**src/rtl/t_counter_bank_pkg.sv**
```systemverilog
// Shared types for the T flip-flop counter bank: operating modes and mode width.
// Optional feature macro used by the bank: T_COUNTER_SATURATE_EN.
package t_counter_pkg;

    localparam int TC_MODE_W = 2;

    typedef enum logic [TC_MODE_W-1:0] {
        TC_HOLD   = 2'b00,
        TC_UP     = 2'b01,
        TC_DOWN   = 2'b10,
        TC_TOGGLE = 2'b11
    } tc_mode_e;

endpackage

```
**src/rtl/t_counter_bank_t_ff_cell.sv**
```systemverilog
// Single-bit T flip-flop with asynchronous reset to a per-cell value and a
// synchronous load that overrides the toggle.
module t_ff_cell (
    input  logic clk,
    input  logic rst_n,
    input  logic rst_val,
    input  logic ld,
    input  logic d,
    input  logic t,
    output logic q
);

    always_ff @(posedge clk or negedge rst_n) begin
        if (!rst_n) begin
            q <= rst_val;
        end else if (ld) begin
            q <= d;
        end else if (t) begin
            q <= ~q;
        end
    end

endmodule

```
**src/rtl/t_counter_bank.sv**
```systemverilog
// WIDTH-bit counter/toggle register built from t_ff_cell instances.
// Define T_COUNTER_SATURATE_EN to make UP/DOWN saturate instead of wrapping.
module t_counter_bank
    import t_counter_pkg::*;
#(
    parameter int               WIDTH   = 8,
    parameter logic [WIDTH-1:0] RST_VAL = '0
) (
    input  logic                 clk,
    input  logic                 rst_n,
    input  logic                 en,
    input  logic [TC_MODE_W-1:0] mode,
    input  logic                 load,
    input  logic [WIDTH-1:0]     load_val,
    input  logic [WIDTH-1:0]     t_mask,
    output logic [WIDTH-1:0]     q,
    output logic                 tc,
    output logic                 wrap
);

    tc_mode_e         mode_e;
    logic [WIDTH-1:0] ones_below;
    logic [WIDTH-1:0] zeros_below;
    logic [WIDTH-1:0] t_vec;
    logic [WIDTH-1:0] t_eff;
    logic             wrap_nxt;

    assign mode_e = tc_mode_e'(mode);

    // Prefix AND chains: bit i toggles when every lower bit is 1 (up) or 0 (down).
    always_comb begin
        ones_below     = '0;
        zeros_below    = '0;
        ones_below[0]  = 1'b1;
        zeros_below[0] = 1'b1;
        for (int i = 1; i < WIDTH; i++) begin
            ones_below[i]  = ones_below[i-1] & q[i-1];
            zeros_below[i] = zeros_below[i-1] & ~q[i-1];
        end
    end

    always_comb begin
        t_vec = '0;
        case (mode_e)
            TC_UP:     t_vec = ones_below;
            TC_DOWN:   t_vec = zeros_below;
            TC_TOGGLE: t_vec = t_mask;
            default:   t_vec = '0;
        endcase
    end

    assign tc = ((mode_e == TC_UP) && (q == {WIDTH{1'b1}})) ||
                ((mode_e == TC_DOWN) && (q == {WIDTH{1'b0}}));

`ifdef T_COUNTER_SATURATE_EN
    // At the terminal count all toggles are suppressed so the value sticks.
    assign t_eff = (en && !tc) ? t_vec : '0;
`else
    assign t_eff = en ? t_vec : '0;
`endif

    // Wrap (or saturation hit) is the same event in both builds; load masks it.
    assign wrap_nxt = en & tc & ~load;

    always_ff @(posedge clk or negedge rst_n) begin
        if (!rst_n) begin
            wrap <= 1'b0;
        end else begin
            wrap <= wrap_nxt;
        end
    end

    for (genvar i = 0; i < WIDTH; i++) begin : g_cell
        t_ff_cell u_cell (
            .clk     (clk),
            .rst_n   (rst_n),
            .rst_val (RST_VAL[i]),
            .ld      (load),
            .d       (load_val[i]),
            .t       (t_eff[i]),
            .q       (q[i])
        );
    end

endmodule

```
**config.mk**
```make
export PLATFORM = sky130hd
export DESIGN_NAME = t_counter_bank
export DESIGN_NICKNAME = d
export VERILOG_FILES = /design/src/rtl/t_counter_bank_pkg.sv /design/src/rtl/t_counter_bank_t_ff_cell.sv /design/src/rtl/t_counter_bank.sv
export SDC_FILE = /design/constraint.sdc
export NUM_CORES = 1
export LEC_CHECK = 0
export CORE_MARGIN = 8
export CORE_UTILIZATION = 36
export CTS_CLUSTER_DIAMETER = 80
export DETAILED_ROUTE_END_ITERATION = 12
export HOLD_SLACK_MARGIN = 0.03
export PLACE_DENSITY = 0.76
export SYNTH_ARGS = -nofsm -noshare
export SYNTH_HDL_FRONTEND = slang
export SYNTH_SLANG_ARGS = --single-unit
```
**constraint.sdc**
```tcl
create_clock -name clk -period 2 [get_ports clk]
set_input_delay 0.2 -clock clk [delete_from_list [all_inputs] [get_ports clk]]
set_output_delay 0.2 -clock clk [all_outputs]
set_load 0.005 [all_outputs]
```
==> reports/metrics.yaml, run 1 <==
synthesis:
  syn-num-nets: 125
  ys_dominant_reg_cell: "sky130_fd_sc_hd__dfrtp_1"
  ys_warn_count: 0
  synth_top_cell_by_area: "sky130_fd_sc_hd__dfrtp_1"
  synth.yosys.seq_area_share: 0.2582
  synthTopCellsByCount: "sky130_fd_sc_hd__nand3_1 (10), sky130_fd_sc_hd__buf_4 (9), sky130_fd_sc_hd__dfrtp_1 (9), sky130_fd_sc_hd__nor3_1 (8), sky130_fd_sc_hd__o21ai_0 (8)"
  synth_top_cells_by_area: "sky130_fd_sc_hd__dfrtp_1 (26%), sky130_fd_sc_hd__buf_4 (7.7%), sky130_fd_sc_hd__nand3_1 (5.7%)"
  synth_top_area_frac: 0.2582
  synthDistinctLibCells: 45
  synth_cells: 103
  synth.avg_cell_area_sq_um: 8.467
  ys_ff_latch: 9
  mappedNetlistArea_sq_um: 872.1
  synth_async_sr_flop_share: 1.000
  yosysMostFrequentCell: "sky130_fd_sc_hd__nand3_1"
  synth-edff-count: 0
global_route:
  antenna_violations_before_repair: 0
  grt_pass1_wl_um: 4478
  globalRouteOverflowTotal: 0
  maximum_number_of_pins_on_one_net_before_global_route_repair: 24
  grt_pass1_vias: 941
  track_usage: 0.1296
die:
  design.portCount: 32
  dieHeight_um: 65.22
  overall_die_width_um: 65.22
  core_area_sq_um: 2387
  rows: 18
  floorplan.initialDensity: 0.3653
  floorplan.die_area_sq_um: 4254
job:
  timing.max_cap.violations: 0
power_and_ir_drop:
  power.share.clock: 0.220
  vdd_ir_drop_max_uv: 261.0
  design_power_total_uw: 667.9
  seq_power_share: 0.349
  powerDensity_nw_per_um2: 530.1
  combPwrFrac: 0.431
  p_sw_frac: 0.3175
  switching_power_of_the_nets_uw: 212.0
  power.internal_uw: 455.8
  static-leakage-power_nw: 0.4963
sta:
  fin_worst_skew_ns: 0.002941
  timing.hold.ws_ns: 0.2557
  fmax_mhz: 525.5
  setup-tns-final_ns: 0
  rsz0062_at_grt: "no"
  finalCriticalPeriod_ns: 1.903
  slew_violations: 0
  finalHoldViolCount: 0
  min_period_over_period: 0.9514
  tightestPinTransition_ns: 0.7456
  max-slew-margin-rel: 0.4977
  timing.final.setup_violations: 0
routing:
  avgViaCountPerCell: 5.339
  detail_route.wirelength_um: 2558
  avgRoutedWirePerCell_um: 14.96
  drt_first_iter_violations: 33
  remaining_drc_errors: 0
  via_count: 913
  detailedRoute.firstPassIterationCount: 6
  ant_nets: 0
critical_path:
  timing.critical_path.max_delay_family: "simple AND/OR/NAND/NOR gates"
  crit_path_cell_trace: "or4_4 -> nor4_2 -> a21o_2 -> dlygate4sd2_1"
  path_max_fanout: 2
  max_stage_delay_ns: 0.54
  path_class: "reg -> out"
  critical_path_buf_inv_count: 1
  endpoint_kind: "output port"
  startpoint_type: "flip-flop"
  critical_path_required_ns: 1.80
  cp_slowest_cell: "sky130_fd_sc_hd__or4_4"
  timing.critical_path.arrival_ns: 1.70
min_path:
  hold_path_class: "in -> async"
clock_network:
  cts_buffers: 3
  cts_max_path_buffers: 2
  path_clk_slew_ns: 0.07
  tritoncts: "done"
  tritoncts_num_sinks: 9
  cts-htree-levels: 1
  ctsRootBufferMaster: "sky130_fd_sc_hd__clkbuf_4"
  clkLatencyLatePin_ns: 0.26
layout:
  post-route-util: 0.5278
  fillerInstances: 241
  num-nets-final: 164
  final_cell_count_no_fill: 171
  antenna_cells: 0
  flow.area_growth_from_synthesis_pct: 44.48
  layout-drive-gt1-share: 0.2340
placement:
  place_inst: 166
  dp_hpwl_um: 2047
  placer_s_final_routability_congestion_estimate: 0.8391
  buffer_ports.inserted: 31
outcome:
  outcome: "completed"
==> flip-flops by register name (all words and copies together), names as in the netlist <==
name             flops
g_cell.u_cell.q      8
wrap                 1
==> power by group through the flow <==
| stage | registers, mW | clock network, mW | logic (mW) |
|---|---|---|---|
| global placement | 0.238 | 0 | 0.273 |
| finish | 0.233 | 0.147 | 0.288 |
| detailed placement | 0.238 | 0 | 0.279 |
| CTS | 0.232 | 0.157 | 0.290 |
| global route | 0.237 | 0.162 | 0.316 |
| floorplan | 0.239 | 0 | 0.158 |
==> kinds of logic (layout without fill, tap and decap cells) <==
logic type | Yosys count | count (layout) | share of synthesized area
simple gates | 52 | 52 | 0.3802
compound gates | 20 | 20 | 0.1607
buf+inv | 17 | 55 | 0.1435
flops | 9 | 9 | 0.2583
mux | 3 | 3 | 0.03730
xor+xnor | 2 | 2 | 0.02009
==> stage by stage <==
stage                     worst slack, ns  cell area, sq um
final                             0.09716              1260
after detailed placement          -0.1468              1226
after CTS                         0.07574              1260
after floorplan                    0.3097             872.1
after global placement            -0.1131              1226
after global routing             0.006603              1260
==> final cells by class <==
cell class / count / area, sq um / area share
clock buffer: 4 / 26.28 / 0.02085
tap: 30 / 37.54 / 0.02979
inverter: 3 / 11.26 / 0.008937
sequential: 9 / 226.5 / 0.1797
multi-input combinational: 77 / 521.8 / 0.4141
timing repair buffer: 48 / 436.7 / 0.3466
==> worst paths after layout <==
kind | startpoint | endpoint | slack, ns | depth (start not counted)
min in group clk | load_val[0] | g_cell[0].u_cell.q | 0.51 | 3
max | g_cell[1].u_cell.q | tc | 0.1 | 4
min reg2reg | g_cell[6].u_cell.q | g_cell[6].u_cell.q | 0.69 | 3
max reg2reg | g_cell[1].u_cell.q | g_cell[7].u_cell.q | 0.18 | 5
max in group asynchronous | rst_n | g_cell[4].u_cell.q | 1.39 | 1
min | rst_n | g_cell[2].u_cell.q | 0.26 | 1
==> worst reg2reg max path, stage by stage (launching register included) <==
cell and delay [ns]:
sky130_fd_sc_hd__dfrtp_1 0.38, sky130_fd_sc_hd__or4_4 0.54, sky130_fd_sc_hd__buf_4 0.17, sky130_fd_sc_hd__nor4_1 0.34, sky130_fd_sc_hd__or4b_2 0.20, sky130_fd_sc_hd__nand3_1 0.06
==> layer usage <==
layer,track usage,share of wire,vias up
li1,-,-,461
met1,0.1569,0.44,423
met2,0.2054,0.48,22
met3,0.02211,0.050,7
met4,0.08719,0.030,0
met5,0,0,-
==> cell usage in the layout (no fill, tap or decap), types with 3 or more instances in the layout <==
cell and count:
sky130_fd_sc_hd__clkdlybuf4s50_1 30, sky130_fd_sc_hd__dfrtp_1 8, sky130_fd_sc_hd__clkbuf_4 3, sky130_fd_sc_hd__o21ai_0 8
sky130_fd_sc_hd__nand3_1 10, sky130_fd_sc_hd__or3_1 3, sky130_fd_sc_hd__nor2b_1 3, sky130_fd_sc_hd__inv_1 3
sky130_fd_sc_hd__nand2_1 4, sky130_fd_sc_hd__nor3_1 8, sky130_fd_sc_hd__buf_4 17
==> what timing repair did <==
item,4_1_cts,5_1_grt
hold buffers,0,0
endpoints found under the setup margin,1,0
setup buffers,1,0
resized for setup,2,0
Power figures use the tool's default switching activity.
==> inputs of run 2 (changes only) <==
- HOLD_SLACK_MARGIN: 0.03 -> default
- clock period: 2 -> 2.1 ns (I/O delays scaled with it)
==> reports/metrics.yaml, run 2 (same netlist as run 1, synthesis figures left out) <==
outcome:
  outcome: "completed"
sta:
  finalCriticalPeriod_ns: 1.898
  fin_worst_skew_ns: 0.006357  # +0.003417 ns
  final.setup.worst_slack_ns: 0.2018  # +0.1046 ns
  min_period_over_period: 0.9039
  fmax_mhz: 526.8
  finalHoldViolCount: 0  # unchanged
  rsz0062_at_grt: "no"
  max-slew-margin-rel: 0.4672  # -0.03046
  timing.final.setup_violations: 0  # unchanged
  tightestPinTransition_ns: 0.7908  # +0.04522 ns
  slew_violations: 0  # unchanged
power_and_ir_drop:
  vdd_ir_drop_max_uv: 270.8  # +3.8%
  static-leakage-power_nw: 0.4819  # -2.9%
  powerDensity_nw_per_um2: 506.5  # -4.4%
critical_path:
  startpoint_type: "flip-flop"
  crit_cells: 4  # unchanged
  endpoint_kind: "output port"
  path_max_fanout: 2  # unchanged
  timing.critical_path.arrival_ns: 1.69  # about the same
  max_stage_delay_ns: 0.54  # about the same
  path_class: "reg -> out"
  crit_path_cell_trace: "or4_4 -> nor4_2 -> a21o_2 -> dlygate4sd2_1"
  timing.reg2reg.worst_path_depth: 5  # unchanged
  critical_path_required_ns: 1.89  # +0.09 ns
  critical_path_buf_inv_count: 1  # unchanged
  cp_slowest_cell: "sky130_fd_sc_hd__or4_4"
  timing.critical_path.max_delay_family: "simple AND/OR/NAND/NOR gates"
routing:
  detail_route.wirelength_um: 2612  # +2.1%
  remaining_drc_errors: 0  # unchanged
  via_count: 953  # +4.4%
  avgRoutedWirePerCell_um: 15.55  # +3.9%
  drt_first_iter_violations: 62  # +88%
  detailedRoute.firstPassIterationCount: 4  # -2
  ant_nets: 0  # unchanged
  avgViaCountPerCell: 5.673  # +6.2%
clock_network:
  cts_resized: 2  # unchanged
  cts_setup_buffers: 0  # -1
  ctsRootBufferMaster: "sky130_fd_sc_hd__clkbuf_4"
  path_clk_slew_ns: 0.07  # about the same
  tritoncts_num_sinks: 9  # unchanged
  holdBufCountCts: 0  # unchanged
  clkLatencyLatePin_ns: 0.26  # about the same
  cts_buffers: 3  # unchanged
  tritoncts: "done"
  cts-htree-levels: 1  # unchanged
  cts_max_path_buffers: 2  # unchanged
layout:
  top_register: "g_cell.u_cell.q"
  flow.area_growth_from_synthesis_pct: 41.89
  layout.cells.most_common: "sky130_fd_sc_hd__clkdlybuf4s50_1"
  fin_area_sq_um: 1237  # -1.8%
  layout-drive-gt1-share: 0.2174  # -0.01665
  most-common-layout-cells: "sky130_fd_sc_hd__clkdlybuf4s50_1 (30), sky130_fd_sc_hd__buf_4 (14), sky130_fd_sc_hd__nand3_1 (10)"
  largest_register_ff_count: 8  # unchanged
  antenna_cells: 0  # unchanged
  reg.largest.list: "g_cell.u_cell.q: 8 flops, wrap: 1 flops"
  fillerInstances: 241  # unchanged
  num-nets-final: 161  # -1.8%
global_route:
  busiest_layer: "met2"
  grt_pass1_vias: 914  # -2.9%
  antenna_violations_before_repair: 0  # unchanged
  globalRouteOverflowTotal: 0  # unchanged
  grt.met3_usage: 0.01701  # -0.005102
  gr-usage-met1: 0.1470  # -0.009930
  maximum_number_of_pins_on_one_net_before_global_route_repair: 24  # unchanged
  grt_pass1_wl_um: 4291  # -4.2%
  track_usage: 0.1247  # -0.004904
  globalRouteMet2Util: 0.2128  # +0.007380
die:
  core_area_sq_um: 2387  # unchanged
  overall_die_width_um: 65.22  # unchanged
  rows: 18  # unchanged
  floorplan.die_area_sq_um: 4254  # unchanged
  floorplan.initialDensity: 0.3653  # unchanged
  design.portCount: 32  # unchanged
  dieHeight_um: 65.22  # unchanged
placement:
  placed_instance_area_sq_um: 1211  # -1.2%
  placer_s_final_routability_congestion_estimate: 0.8692  # +3.6%
  preCtsSetupSlack_ns: -0.05116  # +0.09564 ns
  dp_hpwl_um: 2009  # -1.8%
  buffer_ports.inserted: 31  # unchanged
job:
  timing.max_cap.violations: 0  # unchanged
min_path:
  hold_path_class: "in -> async"
-- run 2: cell count changes in the layout (fill, tap and decap cells not counted) --
| cell | previous run | this run |
|---|---|---|
| sky130_fd_sc_hd__buf_4 | 17 | 14 |
-- run 2: final cells by class --
cell class                      count  area (sq um)  share of cell area
Clock buffer                        4         26.28             0.02123
Inverter                            3         11.26            0.009100
Multi-Input combinational cell     77         521.8              0.4216
Sequential cell                     9         226.5              0.1830
Tap cell                           30         37.54             0.03033
Timing Repair Buffer               45         414.1              0.3347
-- run 2: report_power, final --
group / internal, mW / leakage (nW) / switching, mW / total (mW)
sequential: 0.197 / 0.106 / 0.0278 / 0.225
combinational: 0.158 / 0.361 / 0.106 / 0.264
clock: 0.0734 / 0.0150 / 0.0645 / 0.138
-- run 2: metal layers --
metal,wire (um),vias up,share of wire
li1,-,454,-
met1,1114,447,0.43
met2,1261,46,0.48
met3,175,6,0.067
met4,60,0,0.023
met5,0,-,0
-- run 2: worst paths after layout --
kind	start	to	slack (ns)
hold reg to reg	g_cell[7].u_cell.q	g_cell[7].u_cell.q	0.71
hold / removal	rst_n	wrap	0.26
min in group clk	load_val[0]	g_cell[0].u_cell.q	0.53
setup / recovery	g_cell[1].u_cell.q	tc	0.20
setup reg to reg	g_cell[1].u_cell.q	g_cell[7].u_cell.q	0.30
max in group asynchronous	rst_n	g_cell[4].u_cell.q	1.49
-- run 2: worst register-to-register path, stage by stage (launching register included) --
cell                      delay (ns)
sky130_fd_sc_hd__dfrtp_1        0.38
sky130_fd_sc_hd__or4_4          0.54
sky130_fd_sc_hd__buf_4          0.17
sky130_fd_sc_hd__nor4_1         0.32
sky130_fd_sc_hd__or4b_2         0.20
sky130_fd_sc_hd__nand3_1        0.07
-- run 2: per-stage QoR --
| step | setup TNS (ns) | util | hold WS (ns) | std cells | total power, mW |
|---|---|---|---|---|---|
| 3_5_place_dp | -0.05116 | 0.5073 | 0.5630 | 164 | 0.4893 |
| 4_1_cts | 0 | 0.5183 | 0.2741 | 168 | 0.6317 |
| 3_3_place_gp | -0.03321 | 0.5073 | 0.5509 | 164 | 0.4831 |
| 2_1_floorplan | 0 | - | -0.08559 | 103 | 0.3783 |
| 5_1_grt | 0 | 0.5183 | 0.2893 | 168 | 0.6642 |
| 6_report | 0 | 0.5183 | 0.2609 | 168 | 0.6268 |
